### config.mk
export PLATFORM = sky130hd
export DESIGN_NAME = scaler_out_collector
export DESIGN_NICKNAME = d
export VERILOG_FILES = /design/src/rtl/scaler_pkg.sv /design/src/rtl/scaler_out_fifo.sv /design/src/rtl/scaler_out_collector.sv
export SDC_FILE = /design/constraint.sdc
export NUM_CORES = 1
export LEC_CHECK = 0
export ABC_AREA = 1
export BUFFER_PORTS_ARGS = -buffer_cell sky130_fd_sc_hd__buf_4
export CAP_MARGIN = 20
export CORE_MARGIN = 2
export CORE_UTILIZATION = 55
export CTS_BUF_LIST = sky130_fd_sc_hd__clkbuf_16
export DETAILED_ROUTE_END_ITERATION = 16
export PLACE_DENSITY_LB_ADDON = 0.05
export SLEW_MARGIN = 40
export SYNTH_ARGS = -nofsm -noshare
export SYNTH_HDL_FRONTEND = slang
export SYNTH_SLANG_ARGS = --single-unit
### constraint.sdc
create_clock -name clk_fast -period 2.5 [get_ports clk_fast]
set_input_delay 0.375 -clock clk_fast [delete_from_list [all_inputs] [get_ports clk_fast]]
set_output_delay 0.375 -clock clk_fast [all_outputs]
set_load 0.02 [all_outputs]
### src/rtl/scaler_pkg.sv
// Shared state encoding and pixel FIFO entry layout for the scaler output collector.
package scaler_pkg;

  typedef enum logic [1:0] {
    ST_IDLE    = 2'd0,
    ST_COLLECT = 2'd1,
    ST_DRAIN   = 2'd2,
    ST_DONE    = 2'd3
  } state_e;

  // FIFO entry is {pixel, sof, eol}; eol sits in bit 0.
  localparam int unsigned ENTRY_EOL_BIT = 0;
  localparam int unsigned ENTRY_SOF_BIT = 1;
  localparam int unsigned ENTRY_PIX_LSB = 2;

  localparam int unsigned DROP_COUNT_W = 16;

endpackage

### src/rtl/scaler_out_fifo.sv
// Single-clock show-ahead FIFO with count-based full/empty; a write into a full FIFO
// is accepted only when a read retires an entry on the same edge.
module scaler_out_fifo #(
  parameter int unsigned WIDTH = 26,
  parameter int unsigned DEPTH = 16
) (
  input  logic             clk,
  input  logic             rst_n,
  input  logic             flush_i,
  input  logic             wr_en_i,
  input  logic [WIDTH-1:0] wr_data_i,
  input  logic             rd_en_i,
  output logic [WIDTH-1:0] rd_data_o,
  output logic             empty_o,
  output logic             drop_o
);

  localparam int unsigned AW = $clog2(DEPTH);

  logic [WIDTH-1:0] mem [DEPTH];
  logic [AW-1:0]    wr_ptr_q, rd_ptr_q;
  logic [AW:0]      count_q, count_d;
  logic             full, do_wr, do_rd;

  assign empty_o = (count_q == '0);
  assign full    = (count_q == (AW+1)'(DEPTH));
  assign do_rd   = rd_en_i && !empty_o;
  assign do_wr   = wr_en_i && (!full || do_rd);
  assign drop_o  = wr_en_i && !do_wr;

  // Zero when empty, so the output reads 0 after reset without clearing storage.
  assign rd_data_o = empty_o ? '0 : mem[rd_ptr_q];

  // NOTE: combinational blocks use blocking '=' with a default first; clocked state uses '<='.
  always_comb begin
    count_d = count_q;
    case ({do_wr, do_rd})
      2'b10:   count_d = count_q + 1'b1;
      2'b01:   count_d = count_q - 1'b1;
      default: count_d = count_q;
    endcase
  end

  always_ff @(posedge clk or negedge rst_n) begin
    if (!rst_n) begin
      wr_ptr_q <= '0;
      rd_ptr_q <= '0;
      count_q  <= '0;
    end else if (flush_i) begin
      wr_ptr_q <= '0;
      rd_ptr_q <= '0;
      count_q  <= '0;
    end else begin
      if (do_wr) wr_ptr_q <= wr_ptr_q + 1'b1;
      if (do_rd) rd_ptr_q <= rd_ptr_q + 1'b1;
      count_q <= count_d;
    end
  end

  // NOTE: the storage array is deliberately not reset; validity comes from count_q alone.
  always_ff @(posedge clk) begin
    if (do_wr && !flush_i) mem[wr_ptr_q] <= wr_data_i;
  end

endmodule

### src/rtl/scaler_out_collector.sv
// Collects scaled pixels into a FIFO tagged with sof/eol and hands them downstream.
// Optional drop statistics enabled by defining SCALER_COLLECT_STATS_EN.
module scaler_out_collector
  import scaler_pkg::*;
#(
  parameter int unsigned DATA_WIDTH         = 8,
  parameter int unsigned CHANNELS           = 3,
  parameter int unsigned OUTPUT_X_RES_WIDTH = 11,
  parameter int unsigned OUTPUT_Y_RES_WIDTH = 11,
  parameter int unsigned FIFO_DEPTH         = 16
) (
  input  logic                           clk_fast,
  input  logic                           rst_n,
  input  logic                           start,
  input  logic [OUTPUT_X_RES_WIDTH-1:0]  outputXRes,
  input  logic [OUTPUT_Y_RES_WIDTH-1:0]  outputYRes,
  input  logic [DATA_WIDTH*CHANNELS-1:0] dOut,
  input  logic                           dOutValid,
  output logic [DATA_WIDTH*CHANNELS-1:0] pxOut,
  output logic                           pxValid,
  input  logic                           pxReady,
  output logic                           pxSof,
  output logic                           pxEol,
  output logic                           frameDone,
  output logic                           overflow,
  output logic [DROP_COUNT_W-1:0]        dropCount
);

  localparam int unsigned PIX_W   = DATA_WIDTH * CHANNELS;
  localparam int unsigned ENTRY_W = PIX_W + ENTRY_PIX_LSB;

  state_e                        state_q, state_d;
  logic [OUTPUT_X_RES_WIDTH-1:0] col_q, xres_q;
  logic [OUTPUT_Y_RES_WIDTH-1:0] line_q, yres_q;
  logic                          overflow_q;
  logic                          push_req, last_col, last_px, pop;
  logic                          fifo_empty, fifo_drop;
  logic [ENTRY_W-1:0]            wr_entry, rd_entry;

  assign last_col = (col_q == xres_q);
  assign last_px  = last_col && (line_q == yres_q);
  // start wins over a same-cycle pixel: the flush must not race a write.
  assign push_req = (state_q == ST_COLLECT) && dOutValid && !start;
  assign pop      = pxValid && pxReady;

  always_comb begin
    wr_entry                             = '0;
    wr_entry[ENTRY_PIX_LSB +: PIX_W]     = dOut;
    wr_entry[ENTRY_SOF_BIT]              = (col_q == '0) && (line_q == '0);
    wr_entry[ENTRY_EOL_BIT]              = last_col;
  end

  scaler_out_fifo #(
    .WIDTH (ENTRY_W),
    .DEPTH (FIFO_DEPTH)
  ) u_fifo (
    .clk       (clk_fast),
    .rst_n     (rst_n),
    .flush_i   (start),
    .wr_en_i   (push_req),
    .wr_data_i (wr_entry),
    .rd_en_i   (pop),
    .rd_data_o (rd_entry),
    .empty_o   (fifo_empty),
    .drop_o    (fifo_drop)
  );

  assign pxValid = !fifo_empty;
  assign pxOut   = rd_entry[ENTRY_PIX_LSB +: PIX_W];
  assign pxSof   = rd_entry[ENTRY_SOF_BIT];
  assign pxEol   = rd_entry[ENTRY_EOL_BIT];

  always_comb begin
    state_d   = state_q;
    frameDone = 1'b0;
    if (start) begin
      state_d = ST_COLLECT;
    end else begin
      case (state_q)
        ST_COLLECT: if (push_req && last_px) state_d = ST_DRAIN;
        ST_DRAIN: begin
          if (fifo_empty) begin
            state_d   = ST_DONE;
            frameDone = 1'b1;
          end
        end
        default: state_d = state_q;
      endcase
    end
  end

  always_ff @(posedge clk_fast or negedge rst_n) begin
    if (!rst_n) begin
      state_q    <= ST_IDLE;
      col_q      <= '0;
      line_q     <= '0;
      xres_q     <= '0;
      yres_q     <= '0;
      overflow_q <= 1'b0;
    end else begin
      state_q <= state_d;
      if (start) begin
        col_q      <= '0;
        line_q     <= '0;
        xres_q     <= outputXRes;
        yres_q     <= outputYRes;
        overflow_q <= 1'b0;
      end else begin
        // Geometry advances even on a dropped pixel so sof/eol stay aligned.
        if (push_req) begin
          if (last_col) begin
            col_q <= '0;
            if (line_q != yres_q) line_q <= line_q + 1'b1;
          end else begin
            col_q <= col_q + 1'b1;
          end
        end
        if (fifo_drop) overflow_q <= 1'b1;
      end
    end
  end

  assign overflow = overflow_q;

`ifdef SCALER_COLLECT_STATS_EN
  logic [DROP_COUNT_W-1:0] drop_cnt_q;

  always_ff @(posedge clk_fast or negedge rst_n) begin
    if (!rst_n) begin
      drop_cnt_q <= '0;
    end else if (start) begin
      drop_cnt_q <= '0;
    end else if (fifo_drop && (drop_cnt_q != '1)) begin
      drop_cnt_q <= drop_cnt_q + 1'b1;
    end
  end

  assign dropCount = drop_cnt_q;
`else
  assign dropCount = '0;
`endif

endmodule

==> results of run 1 <==
what timing repair did:
| action | in CTS | in global routing |
|---|---|---|
| pin swaps | 30 | 45 |
| endpoints found under the setup margin | 26 | 26 |
| setup buffers | 14 | 7 |
| endpoints found under the hold margin | 81 | 0 |
| gates cloned | 14 | 19 |
| hold buffers | 22 | 0 |
| gates resized for setup | 108 | 81 |
layout make-up:
| class | instances | area (µm²) | area share |
|---|---|---|---|
| sequential | 476 | 14000 | 0.557 |
| multi-input combinational | 1140 | 5870 | 0.233 |
| timing repair buffer | 212 | 2860 | 0.114 |
| clock buffer | 51 | 1280 | 0.0507 |
| tap | 468 | 586 | 0.0233 |
| inverter | 69 | 284 | 0.0113 |
| clock inverter | 41 | 270 | 0.0107 |
| timing repair inverter | 1 | 8.76 | 0.000348 |
final timing paths:
kind | depth (start not counted) | end | startpoint | slack [ns]
max reg2reg | 8 | u_fifo.mem[12][7] | state_q[1] | 0.31
min | 3 | xres_q[2] | outputXRes[2] | 0.02
max | 11 | pxOut[22] | u_fifo.rd_ptr_q[0] | -0.26
min reg2reg | 2 | yres_q[7] | yres_q[7] | 0.49
max in group asynchronous | 2 | u_fifo.rd_ptr_q[0] | rst_n | 1.71
min in group asynchronous | 2 | yres_q[4] | rst_n | 0.32
sequential cells by signal, indices dropped and copies added (netlist names):
register and count:
col_q 11, line_q 11, overflow 1, state_q 2, u_fifo.count_q 5, u_fifo.mem 416, u_fifo.rd_ptr_q 4, u_fifo.wr_ptr_q 4
xres_q 11, yres_q 11
kinds of logic after synthesis:
kind of cell,Yosys count,share of synthesized area
flops,476,0.690
other cells,1,0.000185
buf+inv,190,0.0481
compound gates,328,0.0912
fa+ha+maj,13,0.00839
simple gates,763,0.153
xor+xnor,20,0.00864
metal layers:
layer / share of wire / up-vias
li1: - / 6589
met1: 0.41 / 6938
met2: 0.49 / 615
met3: 0.078 / 91
met4: 0.026 / 0
met5: 0 / -
synth_stat cells (8+ instances only):
master and instances:
a21oi_1 82, buf_2 26, buf_4 35, buf_6 11, clkbuf_1 44, dfrtp_1 60, edfxtp_1 416, ha_1 12
inv_1 59, inv_2 8, nand2_1 344, nand3_1 121, nand4_1 10, nor2_1 266, nor3_1 9, o211ai_1 52
o21ai_0 159, o31ai_1 27, xnor2_1 10, xor2_1 10
worst min-delay path: stages:
cell and delay (ns):
buf_4 0.08, nand2_1 0.04, o21ai_0 0.07
report_power, final:
| part | leakage (nW) | internal, mW | total, mW | switching, mW |
|---|---|---|---|---|
| clock network | 0.798 | 4.00 | 7.00 | 3.00 |
| logic | 4.02 | 3.35 | 7.57 | 4.22 |
| registers | 4.56 | 8.84 | 8.97 | 0.131 |
==> flow_summary.yaml, run 1 <==
run_status:
  status: "finished, violations left"
  violations: "setup timing"
clock_tree:
  clock-sinks: 476
  cts_buffer_depth: 3
  root_buffer: "clkbuf_16"
  insertion_delay_ns: 0.59
  tritoncts: "yes"
  clk_pin_slew_ns: 0.06
  cts_made_buffers: 50
  cts.htree.levels: 2
final_layout:
  fin_util: 0.690
  instances_no_fill: 2458
  layout_common_cells: "416 x edfxtp_1, 329 x nand2_1, 247 x nor2_1"
  fin_nets: 2014
  final_common_cell: "edfxtp_1"
  design_area_um2: 25200
  n_antenna_cell: 0
  num-fill-cells: 2594
  area_growth_syn_to_layout_pct: 24.1
  drive_above_1_share: 0.199
worst_setup_path:
  cp-start-kind: "flip-flop"
  cp.required_ns: 2.12
  crit_arrival_ns: 2.38
  critPathKind: "flip-flop to output pin"
  critPathMaxStageDelay_ns: 0.56
  cpMaxStageDelayCell: "dfrtp_4"
  crit_fanout: 7
  path_cells: "inv_12 -> buf_12 -> buf_12 -> buf_16 -> nand2_4 -> nand3_2 -> nand2_2 -> a21oi_2 -> o31ai_2 -> a21oi_2 -> buf_6"
  crit_family: "buffers and inverters"
  path_buf_inv: 5
  crit_path_end_kind: "output pin"
place:
  dp_cells: 2293
  place.port_buffers: 79
  dp_hpwl_um: 26800
  dpl_worst_slack_ns: 0.256
  placed_area_um2: 21800
  finalWeightedCongestion: 0.844
die:
  core_um2: 36400
  die_area_um2: 38400
  start_util: 0.556
  placementRows: 70
  io-pin-count: 96
  fp.dieH_um: 196
  die_x_um: 196
grt:
  grt_pass1_vias: 13452
  grt_max_degree: 81
  antenna_found_initial: 0
  grt_pass1_wl_um: 78500
  grt.overflow.total: 0
  grtUsageMet1: 0.371
  met3_usage: 0.0435
  met2_usage: 0.450
  grt.total_usage: 0.272
  grt.busiest_layer: "met2"
hold_path:
  hold_class: "input pin to flip-flop"
synthesis:
  synth_edf_count: 416
  synth_top_area_share: 0.616
  synth_area_leaders: "edfxtp_1 62%, dfrtp_1 7.4%, nand2_1 6.4%"
  syn_area_um2: 20300
  yosysWarnings: 0
  synth_flop_cell: "edfxtp_1"
  postSynthAreaPerCell_um2: 11.3
  synth_cell_types: 40
  syn_inst: 1791
  ys_ff_latch: 476
  yosysSeqAreaShare: 0.690
  synth_top_cell_by_area: "edfxtp_1"
  synthArstFlopShare: 0.126
timing:
  tightest_slew_ns: 0.586
  min_period_ns: 2.76
  final.setup.tns_ns: -4.73
  slew-limit-headroom: 0.609
  fin_skew_ns: 0.0146
  period_share: 1.10
  drv_slew: 0
  grt_setup_unrepaired: "true"
  holdWs_ns: 0.0175
  finalSetupViolCount: 26
  setup_slack_ns: -0.260
  fmax_mhz: 362
  hold_viol_final: 0
detailed_routing:
  routedWlPerCell_um: 21.8
  drt_first_pass_iters: 5
  ant_nets: 0
  drtIter0Drc: 1252
  via_per_inst: 5.79
  wirelength_um: 53600
  num_vias: 14233
  drc_errors: 0
power_and_ir_drop:
  total_power_mw: 23.5
  p_leak_nw: 9.37
  max-vdd-ir-drop_mv: 0.612
  p_per_area_nw_per_um2: 936
run:
  max-cap-violations: 0
Power figures use the tool's default switching activity.
==> run 2: changes to the inputs <==
--- a/config.mk
+++ b/config.mk
@@ -16,4 +16,5 @@
 export SLEW_MARGIN = 40
 export SYNTH_ARGS = -nofsm -noshare
 export SYNTH_HDL_FRONTEND = slang
+export SYNTH_HIERARCHICAL = 1
 export SYNTH_SLANG_ARGS = --single-unit
==> flow_summary.yaml, run 2 <==
power_and_ir_drop:
  combPwrFrac: 0.079
  switching_share: 0.228
  p_leak_nw: 9.72
  switching_power_mw: 3.84
  p_per_area_nw_per_um2: 672
  power_frac_seq: 0.526
  internal_power_mw: 13.0
  max-vdd-ir-drop_mv: 0.586
  clkPwrFrac: 0.395
run:
  max-cap-violations: 0
final_layout:
  n_antenna_cell: 0
  largest_reg_flops: 416
  fin_nets: 2101
  final_common_cell: "nand2_1"
  drive_above_1_share: 0.195
  layout_common_cells: "637 x nand2_1, 416 x edfxtp_1, 308 x nand3_1"
  regMostFlops: "u_fifo/mem"
  area_growth_syn_to_layout_pct: 22.4
worst_setup_path:
  crit_fanout: 7
  crit_arrival_ns: 2.29
  critPathKind: "flip-flop to output pin"
  cp-start-kind: "flip-flop"
  path_cells: "buf_12 -> clkinv_16 -> buf_6 -> buf_6 -> nand2_2 -> nand3_2 -> nand3_1 -> nand2_1 -> nand2_1 -> a21oi_2 -> buf_4"
  cp.required_ns: 2.12
  crit_family: "buffers and inverters"
  path_buf_inv: 5
  crit_path_end_kind: "output pin"
  cpMaxStageDelayCell: "dfrtp_4"
  reg2reg_depth: 11
  cp_num_cells: 11
  critPathMaxStageDelay_ns: 0.49
timing:
  grt_setup_unrepaired: "true"
  holdWs_ns: 0.0160
  fmax_mhz: 376
  setup_slack_ns: -0.161
  slew-limit-headroom: 0.607
  fin_skew_ns: 0.0225
  min_period_ns: 2.66
  period_share: 1.06
  finalSetupViolCount: 26
  drv_slew: 0
  hold_viol_final: 0
  tightest_slew_ns: 0.590
  final.setup.tns_ns: -2.62
synthesis:
  yosysWarnings: 6
  syn_inst: 1890
  synth_flop_cell: "edfxtp_1"
  syn_area_um2: 20500
  synth.most_common_cell: "nand2_1"
  postSynthAreaPerCell_um2: 10.8
  synth_area_leaders: "edfxtp_1 61%, nand2_1 12%, nand3_1 8.5%"
  synth_cell_types: 38
  yosysSeqAreaShare: 0.684
  ys_ff_latch: 476
  synth_top_area_share: 0.610
  synth_edf_count: 416
  synth_commonest_cells: "680 x nand2_1, 416 x edfxtp_1, 349 x nand3_1"
  synth_top_cell_by_area: "edfxtp_1"
  synthArstFlopShare: 0.126
place:
  dp_hpwl_um: 27400
  place.port_buffers: 79
  dpl_worst_slack_ns: 0.206
  finalWeightedCongestion: 0.834
die:
  placementRows: 70
  io-pin-count: 96
  die_x_um: 197
  die_area_um2: 38800
  core_um2: 36600
  start_util: 0.559
  fp.dieH_um: 197
detailed_routing:
  num_vias: 14423
  drt_first_pass_iters: 5
  drc_errors: 0
  wirelength_um: 53600
  routedWlPerCell_um: 21.1
  ant_nets: 0
  drtIter0Drc: 1311
  via_per_inst: 5.68
grt:
  antenna_found_initial: 0
  grt_pass1_wl_um: 79900
  grt.overflow.total: 0
  grt_pass1_vias: 14070
  grt.total_usage: 0.272
  grt_max_degree: 61
run_status:
  status: "finished, violations left"
  violations: "setup timing"
clock_tree:
  clock-sinks: 476
  tritoncts: "yes"
  cts_made_buffers: 49
  clk_pin_slew_ns: 0.06
  root_buffer: "clkbuf_16"
  insertion_delay_ns: 0.59
  cts_buffer_depth: 3
  cts.htree.levels: 2
hold_path:
  hold_class: "input pin to flip-flop"
  whs_path_depth: 3
[run 2: cell count changes after synthesis, sizes merged, moves of 26 or more]
| cell | previous run | this run |
|---|---|---|
| buf | 75 | 101 |
| o211ai | 52 | 1 |
| a21oi | 82 | 36 |
| nor2 | 269 | 63 |
| clkbuf | 46 | 17 |
| o21ai | 162 | 25 |
| o31ai | 27 | 0 |
| nand2 | 347 | 685 |
| nand3 | 123 | 359 |
[run 2: cell families after synthesis]
| kind of cell | count (synthesis) | synth area share |
|---|---|---|
| compound gates | 64 | 0.0161 |
| simple gates | 1130 | 0.236 |
| flops | 476 | 0.684 |
| xor+xnor | 20 | 0.00893 |
| buf+inv | 186 | 0.0464 |
| other cells | 1 | 0.000183 |
| fa+ha+maj | 13 | 0.00832 |
[run 2: layout make-up]
type | instances | area [µm²]
multi-input combinational | 1243 | 6130
sequential | 476 | 14000
inverter | 68 | 285
timing repair inverter | 3 | 62.6
clock inverter | 37 | 201
fill | 2645 | 11600
clock buffer | 50 | 1250
tap | 468 | 586
timing repair buffer | 196 | 2520
[run 2: power groups by stage]
stage | clock [mW] | combinational (mW) | sequential, mW
detailed placement | 0 | 1.05 | 9.01
floorplan | 0 | 0.642 | 8.98
global route | 7.06 | 1.45 | 8.86
finish | 6.65 | 1.32 | 8.85
global placement | 0 | 1.04 | 9.01
CTS | 6.76 | 1.19 | 8.85
[run 2: per-stage QoR]
step | instance area, µm² | std cells | power, mW | utilization
final | 25000 | 2541 | 16.8 | 0.684
after detailed placement | 22000 | 2395 | 10.1 | 0.601
after global routing | 25000 | 2541 | 17.4 | 0.684
after CTS | 24200 | 2517 | 16.8 | 0.661
after floorplan | 20700 | 1905 | 9.63 | -
after global placement | 22000 | 2395 | 10.0 | 0.601
[run 2: metal layers]
layer,GRT usage,part of all wire
met4,0.100,0.029
met2,0.453,0.49
met5,0,0
met3,0.0315,0.061
met1,0.373,0.42
[run 2: worst paths after layout]
check / start / endpoint / slack [ns]
min in group asynchronous: rst_n / u_fifo/count_q[3] / 0.35
hold / removal: outputXRes[6] / xres_q[6] / 0.02
setup / recovery: u_fifo/rd_ptr_q[0] / pxOut[10] / -0.16
max in group asynchronous: rst_n / u_fifo/rd_ptr_q[0] / 1.68
setup reg to reg: u_fifo/count_q[1] / u_fifo/mem[3][2] / 0.21
hold reg to reg: yres_q[0] / yres_q[0] / 0.49
[run 2: worst min-delay path, stage by stage]
cell     delay (ns)
buf_4          0.08
nand2_1        0.04
o21ai_0        0.06
[run 2: timing repair]
item,CTS,global route
pin swaps,6,39
gates cloned,11,17
resized for setup,58,106
buffers inserted,9,8
endpoints found under the setup margin,28,238
hold buffers,15,0
endpoints found under the hold margin,74,0
==> run 3: changes to the inputs <==
--- a/config.mk
+++ b/config.mk
@@ -5,7 +5,6 @@
 export SDC_FILE = /design/constraint.sdc
 export NUM_CORES = 1
 export LEC_CHECK = 0
-export ABC_AREA = 1
 export BUFFER_PORTS_ARGS = -buffer_cell sky130_fd_sc_hd__buf_4
 export CAP_MARGIN = 20
 export CORE_MARGIN = 2
@@ -18,3 +17,4 @@
 export SYNTH_HDL_FRONTEND = slang
 export SYNTH_HIERARCHICAL = 1
 export SYNTH_SLANG_ARGS = --single-unit
+export TNS_END_PERCENT = 5
==> flow_summary.yaml, run 3 <==
synthesis:
  synth_commonest_cells: "416 x edfxtp_1, 104 x mux4_2, 60 x dfrtp_1"
  synth_flop_cell: "edfxtp_1"
  synth_top_area_share: 0.636
  synth.most_common_cell: "edfxtp_1"
  yosysSeqAreaShare: 0.713
  synthArstFlopShare: 0.126
  postSynthAreaPerCell_um2: 19.3
  synth_edf_count: 416
  synth_cell_types: 76
  ys_ff_latch: 476
  yosysWarnings: 6
  syn_area_um2: 19600
  synth_top_cell_by_area: "edfxtp_1"
  syn_inst: 1016
  synth_area_leaders: "edfxtp_1 64%, mux4_2 12%, dfrtp_1 7.6%"
final_layout:
  final_common_cell: "edfxtp_1"
  instances_no_fill: 1707
  num-fill-cells: 2328
  drive_above_1_share: 0.381
  layout_common_cells: "416 x edfxtp_1, 127 x buf_4, 104 x mux4_2"
  ff_latch_area_um2: 14000
  regMostFlops: "u_fifo/mem"
  area_growth_syn_to_layout_pct: 21.7
  fin_nets: 1275
  largest_reg_flops: 416
  n_antenna_cell: 0
  multi_input_comb_area_um2: 5570
die:
  die_x_um: 193
  fp.dieH_um: 193
  die_area_um2: 37200
  core_um2: 35400
  start_util: 0.555
  io-pin-count: 96
  placementRows: 69
run_status:
  status: "finished, violations left"
  violations: "setup timing"
worst_setup_path:
  crit_arrival_ns: 2.55
  crit_fanout: 8
  crit_family: "multiplexers"
  reg2reg_depth: 11
  cp.required_ns: 2.12
  cp_num_cells: 6
  critPathMaxStageDelay_ns: 0.55
  cp-start-kind: "flip-flop"
  critPathKind: "flip-flop to output pin"
  path_buf_inv: 3
  cp_common_cell: "buf_12"
  crit_start: "u_fifo/rd_ptr_q[0]"
  crit_path_end_kind: "output pin"
  ff2ff_setup_slack_ns: -0.16
  r2r_start: "u_fifo/count_q[1]"
  cpMaxStageDelayCell: "dfrtp_4"
  path_cells: "buf_12 -> buf_12 -> mux4_2 -> mux2i_2 -> o22ai_1 -> buf_4"
  crit_end: "pxOut[14]"
  r2r-end: "u_fifo/count_q[4]"
clock_tree:
  clk_pin_slew_ns: 0.06
  root_buffer: "clkbuf_16"
  cts.htree.levels: 2
  tritoncts: "yes"
  cts_buffer_depth: 3
  cts_made_buffers: 49
  insertion_delay_ns: 0.56
  clock-sinks: 476
detailed_routing:
  via_per_inst: 5.96
  drtIter0Drc: 837
  num_vias: 10177
  wirelength_um: 43200
  routedWlPerCell_um: 25.3
  drt_first_pass_iters: 5
  drc_errors: 0
  ant_nets: 0
place:
  place.port_buffers: 79
  finalWeightedCongestion: 0.793
  dp_hpwl_um: 26900
  dpl_worst_slack_ns: -0.160
  dp_cells: 1595
hold_path:
  min-delay-start: "outputXRes[9]"
  hold_class: "input pin to flip-flop"
timing:
  holdWs_ns: 0.0442
  setup_slack_ns: -0.429
  grt_setup_unrepaired: "true"
  hold_viol_final: 0
  slew-limit-headroom: 0.618
  period_share: 1.17
  finalSetupViolCount: 50
  fin_skew_ns: 0.0153
  fmax_mhz: 341
  tightest_slew_ns: 0.572
  min_period_ns: 2.93
  final.setup.tns_ns: -10.70
  drv_slew: 0
run:
  max-cap-violations: 0
power_and_ir_drop:
  p_per_area_nw_per_um2: 905
  max-vdd-ir-drop_mv: 0.613
  p_leak_nw: 8.09
grt:
  grt_pass1_wl_um: 63300
  grt.total_usage: 0.234
  grt_pass1_vias: 10071
  grt.overflow.total: 0
  grt_max_degree: 61
  antenna_found_initial: 0
run 3: cell count changes in the layout (fill, tap and decap cells not counted), moves of 14 or more:
cell / previous run / this run
a21oi_2: 26 / 1
buf_4: 102 / 127
dlygate4sd3_1: 15 / 1
inv_1: 76 / 29
mux2_2: 0 / 24
mux2i_1: 0 / 35
mux4_2: 0 / 104
nand2_1: 637 / 20
nand2_2: 44 / 1
nand3_1: 308 / 15
nand3_2: 51 / 1
nor2_1: 40 / 23
o21ai_0: 24 / 3
run 3: area by class of cell:
type / count / area share
Inverter: 18 / 0.00283
Multi-Input combinational cell: 467 / 0.233
Sequential cell: 476 / 0.586
Timing Repair Buffer: 199 / 0.0934
Clock buffer: 49 / 0.0513
Clock inverter: 37 / 0.00942
Tap cell: 461 / 0.0241
run 3: what timing repair did:
item | 4_1_cts | 5_1_grt
gates resized for setup | 28 | 68
hold buffers | 1 | 0
endpoints found under the hold margin | 60 | 0
setup endpoints to repair | 239 | 395
setup buffers | 8 | 14
pin swaps | 3 | 6
gates cloned | 3 | 3
run 3: logic make-up (layout without fill, tap and decap cells):
logic type | Yosys count | after routing | synth area share
flops | 476 | 476 | 0.713
xor+xnor | 33 | 33 | 0.0155
mux | 188 | 188 | 0.164
other cells | 1 | 16 | 0.000191
buf+inv | 88 | 303 | 0.0285
compound gates | 73 | 73 | 0.0276
fa+ha+maj | 13 | 13 | 0.00867
simple gates | 144 | 144 | 0.0429
run 3: per-stage QoR:
| step | cell area, µm² | power (mW) | util |
|---|---|---|---|
| floorplan | 19700 | 12.2 | - |
| global placement | 21300 | 14.0 | 0.601 |
| detailed placement | 21700 | 14.1 | 0.613 |
| CTS | 23500 | 21.0 | 0.663 |
| global route | 23900 | 22.5 | 0.675 |
| finish | 23900 | 21.6 | 0.675 |
run 3: routing by layer:
metal | wire [µm] | track usage | vias up | part of all wire
met5 | 0 | 0 | - | 0
li1 | - | - | 4483 | -
met2 | 20800 | 0.370 | 308 | 0.48
met4 | 621 | 0.0443 | 0 | 0.014
met1 | 19100 | 0.351 | 5335 | 0.44
met3 | 2650 | 0.0386 | 51 | 0.061
run 3: worst min path at each step:
stage / slack, ns / to / cells after the start
after floorplan: 0.08 / col_q[0] / 0
after global placement: 0.52 / yres_q[5] / 1
after detailed placement: 0.49 / overflow / 2
after CTS: 0.03 / xres_q[9] / 2
after global routing: 0.02 / xres_q[9] / 2
final: 0.04 / xres_q[9] / 2
run 3: power breakdown:
| part | internal (mW) | total (mW) | switching (mW) |
|---|---|---|---|
| combinational | 3.22 | 6.13 | 2.91 |
| clock | 3.75 | 6.61 | 2.86 |
| sequential | 8.77 | 8.90 | 0.124 |
run 3: worst reg2reg max path, cell delays in order (launching register included):
cell and delay [ns]:
dfrtp_1 0.39, or4_4 0.58, buf_6 0.15, buf_4 0.12
o21ai_2 0.13, nand2b_4 0.15, inv_2 0.05, ha_1 0.18
or2_2 0.32, o21a_1 0.20, o2111ai_2 0.18, a21oi_1 0.08
